### config.mk
export PLATFORM = sky130hd
export DESIGN_NAME = gate_sequencer_flat
export DESIGN_NICKNAME = d
export VERILOG_FILES = /design/src/rtl/gate_sequencer_pkg.sv /design/src/rtl/gate_sequencer_if.sv /design/src/rtl/gate_sequencer_gate_unit.sv /design/src/rtl/gate_sequencer.sv /design/src/flat_wrapper.sv
export SDC_FILE = /design/constraint.sdc
export NUM_CORES = 1
export LEC_CHECK = 0
export CAP_MARGIN = 20
export CELL_PAD_IN_SITES_DETAIL_PLACEMENT = 1
export CELL_PAD_IN_SITES_GLOBAL_PLACEMENT = 2
export CORE_MARGIN = 2
export CORE_UTILIZATION = 35
export CTS_BUF_LIST = sky130_fd_sc_hd__clkbuf_8
export CTS_CLUSTER_DIAMETER = 80
export DETAILED_ROUTE_END_ITERATION = 7
export GPL_TIMING_DRIVEN = 0
export PLACE_DENSITY_LB_ADDON = 0.15
export RECOVER_POWER = 100
export SLEW_MARGIN = 20
export SYNTH_ARGS = -nofsm -noshare
export SYNTH_HDL_FRONTEND = slang
export SYNTH_SLANG_ARGS = --single-unit
### constraint.sdc
create_clock -name clk -period 3 [get_ports clk]
set_clock_uncertainty 0.15 [all_clocks]
set_input_delay 0.45 -clock clk [delete_from_list [all_inputs] [get_ports clk]]
set_output_delay 0.45 -clock clk [all_outputs]
set_load 0.02 [all_outputs]
### src/rtl/gate_sequencer_pkg.sv
// Shared definitions for the gate sequencer: op encodings, FSM states, default width.
// No logic here; constants and types only.
// Imported by the interface, the gate unit and the top.
package gate_sequencer_pkg;

   localparam int WIDTH_DEF = 8;

   localparam logic [1:0] OP_AND  = 2'b00;
   localparam logic [1:0] OP_OR   = 2'b01;
   localparam logic [1:0] OP_XOR  = 2'b10;
   localparam logic [1:0] OP_RSVD = 2'b11;  // behaves as AND

   typedef enum logic [1:0] {
      ST_IDLE = 2'd0,
      ST_RUN  = 2'd1,
      ST_DONE = 2'd2
   } state_t;

endpackage

### src/rtl/gate_sequencer_if.sv
// Request/status bundle between a controller and the gate sequencer.
// Pure wiring; no latency of its own.
// No backpressure: start is sampled only while the sequencer is idle.
interface gate_sequencer_if #(
   parameter int WIDTH = 8
);
   logic             start;
   logic             abort;
   logic [1:0]       op;
   logic [WIDTH-1:0] data;
   logic             busy;
   logic             done;
   logic             result;

   modport master (
      output start, abort, op, data,
      input  busy, done, result
   );

   modport slave (
      input  start, abort, op, data,
      output busy, done, result
   );
endinterface

### src/rtl/gate_sequencer_gate_unit.sv
// Single shared 2-input gate, function selected by op.
// Combinational, zero latency.
// No flow control.
module gate_unit
   import gate_sequencer_pkg::*;
(
   input  logic       a_i,
   input  logic       b_i,
   input  logic [1:0] op_i,
   output logic       y_o
);

   // Reserved encoding falls into the AND branch on purpose.
   always_comb begin
      y_o = a_i & b_i;
      case (op_i)
         OP_OR:          y_o = a_i | b_i;
         OP_XOR:         y_o = a_i ^ b_i;
         OP_AND,
         OP_RSVD:        y_o = a_i & b_i;
         default:        y_o = a_i & b_i;
      endcase
   end

endmodule

### src/rtl/gate_sequencer.sv
// Bit-serial reduction (AND/OR/XOR) of a WIDTH-bit operand through one shared gate.
// Latency: start edge E0, done/result valid after edge E(WIDTH-1), done drops at E(WIDTH).
// No queuing: start is ignored outside IDLE; abort cancels a run without touching result.
module gate_sequencer
   import gate_sequencer_pkg::*;
#(
   parameter int WIDTH = WIDTH_DEF
) (
   input  logic            clk,
   input  logic            resetn,
   gate_sequencer_if.slave bus
);

   localparam int             IW       = (WIDTH > 1) ? $clog2(WIDTH) : 1;
   localparam logic [IW-1:0]  IDX_LAST = IW'(WIDTH - 1);

   state_t           state_q,  state_d;
   logic [WIDTH-1:0] data_q,   data_d;
   logic [1:0]       op_q,     op_d;
   logic             acc_q,    acc_d;
   logic [IW-1:0]    idx_q,    idx_d;
   logic             result_q, result_d;
   logic             gate_y;

   // The one gate instance: folds the next captured operand bit into the accumulator.
   gate_unit u_gate (
      .a_i  (acc_q),
      .b_i  (data_q[idx_q]),
      .op_i (op_q),
      .y_o  (gate_y)
   );

   // State register; reset clears the whole datapath, including the held result.
   always_ff @(posedge clk or negedge resetn) begin
      if (!resetn) begin
         state_q  <= ST_IDLE;
         data_q   <= '0;
         op_q     <= '0;
         acc_q    <= 1'b0;
         idx_q    <= '0;
         result_q <= 1'b0;
      end else begin
         state_q  <= state_d;
         data_q   <= data_d;
         op_q     <= op_d;
         acc_q    <= acc_d;
         idx_q    <= idx_d;
         result_q <= result_d;
      end
   end

   // Next-state and datapath updates; everything holds unless a branch says otherwise.
   always_comb begin
      state_d  = state_q;
      data_d   = data_q;
      op_d     = op_q;
      acc_d    = acc_q;
      idx_d    = idx_q;
      result_d = result_q;
      case (state_q)
         ST_IDLE: begin
            // start wins over abort here; abort only matters in RUN.
            if (bus.start) begin
               data_d  = bus.data;
               op_d    = bus.op;
               acc_d   = bus.data[0];
               idx_d   = IW'(1);
               state_d = ST_RUN;
            end
         end
         ST_RUN: begin
            if (bus.abort) begin
               state_d = ST_IDLE;
            end else begin
               acc_d = gate_y;
               if (idx_q == IDX_LAST) begin
                  // Last bit: publish and hold idx at its ceiling.
                  result_d = gate_y;
                  state_d  = ST_DONE;
               end else begin
                  idx_d = idx_q + IW'(1);
               end
            end
         end
         ST_DONE: begin
            state_d = ST_IDLE;
         end
         default: begin
            state_d = ST_IDLE;
         end
      endcase
   end

   // Status is decoded from state only, result straight from its register.
   assign bus.busy   = (state_q == ST_RUN);
   assign bus.done   = (state_q == ST_DONE);
   assign bus.result = result_q;

endmodule

### src/flat_wrapper.sv
// flat-port wrapper written by rule: the top's interface ports become plain ports
module gate_sequencer_flat import gate_sequencer_pkg::*;
#(
   parameter int WIDTH = WIDTH_DEF
)
  (clk, resetn, bus_start, bus_abort, bus_op, bus_data, bus_busy, bus_done, bus_result);
  gate_sequencer_if #(.WIDTH(WIDTH)) bus_i ();
  input  logic clk;
  input  logic resetn;
  input wire logic [$bits(bus_i.start)-1:0] bus_start;
  input wire logic [$bits(bus_i.abort)-1:0] bus_abort;
  input wire logic [$bits(bus_i.op)-1:0] bus_op;
  input wire logic [$bits(bus_i.data)-1:0] bus_data;
  output wire logic [$bits(bus_i.busy)-1:0] bus_busy;
  output wire logic [$bits(bus_i.done)-1:0] bus_done;
  output wire logic [$bits(bus_i.result)-1:0] bus_result;
  assign bus_i.start = bus_start;
  assign bus_i.abort = bus_abort;
  assign bus_i.op = bus_op;
  assign bus_i.data = bus_data;
  assign bus_busy = bus_i.busy;
  assign bus_done = bus_i.done;
  assign bus_result = bus_i.result;
  gate_sequencer #(.WIDTH(WIDTH)) u_core (.clk(clk), .resetn(resetn), .bus(bus_i));
endmodule
# Word level (Yosys, flattened, before mapping)
# Index checks and enable logic that the tools add are counted.
op_classes:
  magnitude_cmp: 1
  bitwise: 4
  add_sub_neg: 1
  reduce_logical: 9
  n_mux: 14
  eq_ne: 10
ops:
  columns: ["operator", "count"]
  rows:
  - ["$mux 3", 3]
  - ["$eq 2x2->1 const B", 3]
  - ["$mux 2", 3]
  - ["$ne 2x2->1 const B", 3]
  - ["$pmux 3 s2", 1]
  - ["$reduce_and 3->1", 2]
  - ["$eq 2x1->1 const B", 2]
  - ["$logic_not 2->1", 2]
  - ["$lt 3x4->1 const B", 1]
  - ["$pmux 2 s2", 1]
  - ["$reduce_and 2->1", 2]
  - ["$reduce_and 4->1", 1]
  - ["$add 3x1->3 const B", 1]
  - ["$bmux 1 s3", 1]
  - ["$eq 3x3->1 const B", 1]
  - ["$mux 1", 3]
  - ["$ne 3x2->1 const B", 1]
  - ["$pmux 1 s3", 1]
  - ["$pmux 1 s2", 1]
  - ["$reduce_bool 2->1", 1]
  - ["$reduce_or 2->1", 1]
  - ["$and 1x1->1", 1]
  - ["$not 1->1", 1]
  - ["$or 1x1->1", 1]
  - ["$xor 1x1->1", 1]
word_totals:
  ff_bits: 17
  out_inout_bits: 3
  elab_cells: 45

# Longest topological paths before layout
depth:
  depth_word: 6
  ltp_mapped: 7

# Hierarchy
# A second synthesis with hierarchy kept.
unflattened:
  cells_unflattened: 63
  area_unflattened_um2: 873.3
modules_own_cells:
  columns: ["mod", "area_per_inst_um2", "instances", "cells_per_inst"]
  rows:
  - ["gate_sequencer", 788.3, 1, 53]
  - ["gate_unit", 85.1, 1, 10]

# Worst setup path before layout
# OpenSTA, ideal clock, no wires.
synth_timing:
  path_type: "flip-flop to flip-flop"
  from: "register u_core.idx_q[0]"
  to: "register u_core.acc_q"
  n_path_buf: 0
  arrival_ns: 2.017
  slack_ns: 0.707
  stages_incl_launch_ff: 7
  cell_sequence: "dfrtp_1 mux4_1 mux2i_2 ha_1 a221oi_1 a21oi_1 a221o_1"
synth_between:
  elab_chain_len: 6
  elab_cells_between_ends: 8
synth_lines:
  columns: ["element", "line", "rtl"]
  rows:
  - ["from (decl)", "gate_sequencer.sv:21", "logic [IW-1:0] idx_q, idx_d;"]
  - ["from (signal assigned)", "gate_sequencer.sv:47", "idx_q <= idx_d;"]
  - ["$bmux 1 s3 *", "gate_sequencer.sv:28", ".b_i (data_q[idx_q]),"]
  - ["$mux 1 (implied by the code) *", "gate_sequencer.sv:28", null]
  - ["$and 1x1->1, or another cell as far along", null, null]
  - ["$pmux 1 s3 *", "gate_sequencer_gate_unit.sv:16", "case (op_i)"]
  - ["$mux 1 *", "gate_sequencer.sv:72", "if (bus.abort) begin"]
  - ["$pmux 1 s2 *", "gate_sequencer.sv:60", "case (state_q)"]
  - ["to (signal assigned)", "gate_sequencer.sv:39", "acc_q <= 1'b0;"]
  - ["to (signal assigned)", "gate_sequencer.sv:46", "acc_q <= acc_d;"]
  - ["to (decl)", "gate_sequencer.sv:20", "logic acc_q, acc_d;"]
# Every way passes the cells marked *; elsewhere a longest branch is shown, timed or not. The select of a mux whose other input is x is not followed.
# A chain may end at the register's enable or synchronous reset.

# Worst setup path after layout
# Same ends and word-level chain as after synthesis.

==> metrics.md <==
| Metric | Value |
|---|---|
| Status | `complete, no violations` |
| Worst hold path type | `flop to flop` |
| GRT overflow | `0` |
| Wire per inst | `14.03 µm` |
| Most common cell after layout, fill and taps aside | `dfrtp_1` |
| WS Path Type | `flop to flop` |
| CTS tree | `yes` |
| Fin worst setup slack | `0.4025 ns` |
| Worst reg-to-reg path cell count | `6` |
| Area grow syn2layout | `26.53%` |
| Final hold vios | `0` |
| Post-DP HPWL | `1193 µm` |
| Hold-critical path depth | `1` |
| # setup viols final | `0` |
| Post-CTS setup buffer count | `0` |
| Synth unique cells | `21` |
| Ys Warns | `0` |
| Setup TNS | `0 ns` |
| Number of top-level pins | `17` |
| Crit path DAT | `2.58 ns` |
| Slew HR | `46.11%` |
| Nature of the critical path startpoint | `flop` |
| CTS root buffer | `clkbuf_8` |
| Pwr dens | `771.0 mW/mm²` |
| Clk sinks | `17` |
| CORE AREA | `0.002233 mm²` |
| WHS | `0.3524 ns` |
| Slew at the pin closest to its max-slew limit | `0.8067 ns` |
| Die Footprint | `0.002806 mm²` |
| Tot GR Track Use | `13.51%` |
| Resize count post-CTS | `0` |
| Final worst-path cycle share | `86.58%` |
| Share of layout cells above drive strength 1 | `16.05%` |
| Reg clk slew, reported paths | `0.06 ns` |
| R2R Setup Slk | `0.40 ns` |
| Post-layout minimum cycle time | `2.598 ns` |
| Vias in the first global route | `572` |
| Initial antenna violation count | `0` |
| Initial Util | `37.59%` |
| CTS buffer count | `3` |
| Die Y | `52.98 µm` |
| First-pass GRT wire length | `2594 µm` |
| Final antenna diode count | `0` |
| Via count | `548` |
| Synth Flop Type | `dfrtp_1` |
| Synth Area per Inst | `13.76 µm²` |
| Syn Nets | `81` |
| H-tree Lvls | `1` |
| Routability cong. | `0.6856` |
| Initial drt markers | `1` |
| Post-CTS Hold Buffers | `0` |
| Max Slew Vio Count | `0` |
| Maximum operating frequency | `385.0 MHz` |
| Most frequent cells in the layout | `dfrtp_1, clkdlybuf4s50_1, mux2_2` |
| Clock latency on the worst-skew pair | `0.25 ns` |
| Kind of end point of the critical path | `flop` |
| # fillers | `254` |
| Post-Syn Instances | `61` |
| DRT Wirelength | `1529 µm` |
| Synthesized area | `839.6 µm²` |
| EDFF count, synth | `0` |
| # DRC | `0` |
| DIE WIDTH | `52.98 µm` |
| Port bufs | `16` |
| Largest net degree at the start of global routing | `18` |
| Pre-CTS setup slack | `0.4501 ns` |
| Leakage | `0.0004834 µW` |
| Sequential area share after synthesis | `50.67%` |
| Post-synthesis register bit count | `17` |
| Max-cap violations | `0` |
| Layout net count | `102` |
| Peak supply drop | `0.0003895 V` |
| DR pass1 iterations | `2` |
| Row count | `17` |
| Worst-case clock buffer depth | `2` |
| Post-layout util | `47.56%` |
| CP Data Required Time | `2.98 ns` |
| DRT antenna net count | `0` |
| Vias per Instance | `5.028` |
| Max FO, Critical Path | `4` |
| RSZ-0062 raised after global routing | `false` |
| Ys async rst share | `100.0%` |
## area by class of cell
cell class / count / area, µm² / share of cell area [%]
flip-flops and latches: 17 / 425.4 / 40.05
multi-input cells: 38 / 374.1 / 35.22
repair buffers: 16 / 160.2 / 15.08
clock buffers: 3 / 41.29 / 3.887
well taps: 28 / 35.03 / 3.298
inverters: 5 / 18.77 / 1.767
clock inverters: 1 / 3.754 / 0.3534
plain buffers: 1 / 3.754 / 0.3534
## report_power, final
part	switching (µW)	internal [µW]	leakage [µW]
Combinational	135	166	0.000249
Clock	70.9	90.6	0.0000269
Sequential	52.7	303	0.000207
Total	259	560	0.000483
## layer usage
| layer | vias up | part of all wire [%] | global-route usage, % |
|---|---|---|---|
| met2 | 12 | 50 | 21.88 |
| met3 | 4 | 4.8 | 3.672 |
| met1 | 270 | 43 | 16.55 |
| met5 | - | 0 | 0 |
| met4 | 0 | 1.6 | 6.410 |
| li1 | 262 | - | - |
## flip-flops by register name, indices dropped and copies added, names as in the netlist
register and count:
u_core.acc_q 1, u_core.bus.result 1, u_core.data_q 8, u_core.idx_q 3
u_core.op_q 2, u_core.state_q 2
## logic make-up (layout without fill, tap and decap cells)
group	count (synthesis)	after routing	share of synthesized area, %
compound gates	8	8	7.005
flops	17	17	50.67
mux	13	13	21.16
fa+ha+maj	6	6	8.942
simple gates	11	11	9.091
buf+inv	6	26	3.129
## cells in the mapped netlist, types with 2 or more instances
master | number | share of area, %
nor3b_2 | 2 | 3.0
mux2_2 | 9 | 12
dfrtp_1 | 17 | 51
o21ai_0 | 2 | 1.2
ha_1 | 6 | 8.9
mux4_1 | 2 | 6.3
a22o_1 | 2 | 2.1
inv_1 | 4 | 1.8
nand2_1 | 2 | 0.89
nor2b_1 | 4 | 3.0
## stage by stage
step	std cells	cell area, µm²	total power, µW
after floorplan	61	839.6	574.3
after detailed placement	105	1035	681.9
after global placement	105	1035	653.3
after global routing	109	1062	886.5
after CTS	109	1080	849.7
final	109	1062	819.0
## worst max-delay path, stage by stage, from the launching register on
cell,delay [ns]
dfrtp_1,0.44
mux4_1,0.58
mux2i_1,0.27
ha_1,0.31
a221oi_1,0.32
a21oi_1,0.11
a221o_1,0.31
## path summary, 6_finish.rpt
kind | startpoint | end
hold / removal | u_core.data_q[5] | u_core.data_q[5]
min in group asynchronous | resetn | u_core.data_q[4]
max in group asynchronous | resetn | u_core.op_q[0]
hold reg to reg | u_core.data_q[5] | u_core.data_q[5]
setup reg to reg | u_core.idx_q[0] | u_core.acc_q
setup / recovery | u_core.idx_q[0] | u_core.acc_q
Note: power is estimated with default switching activity, not from simulation.
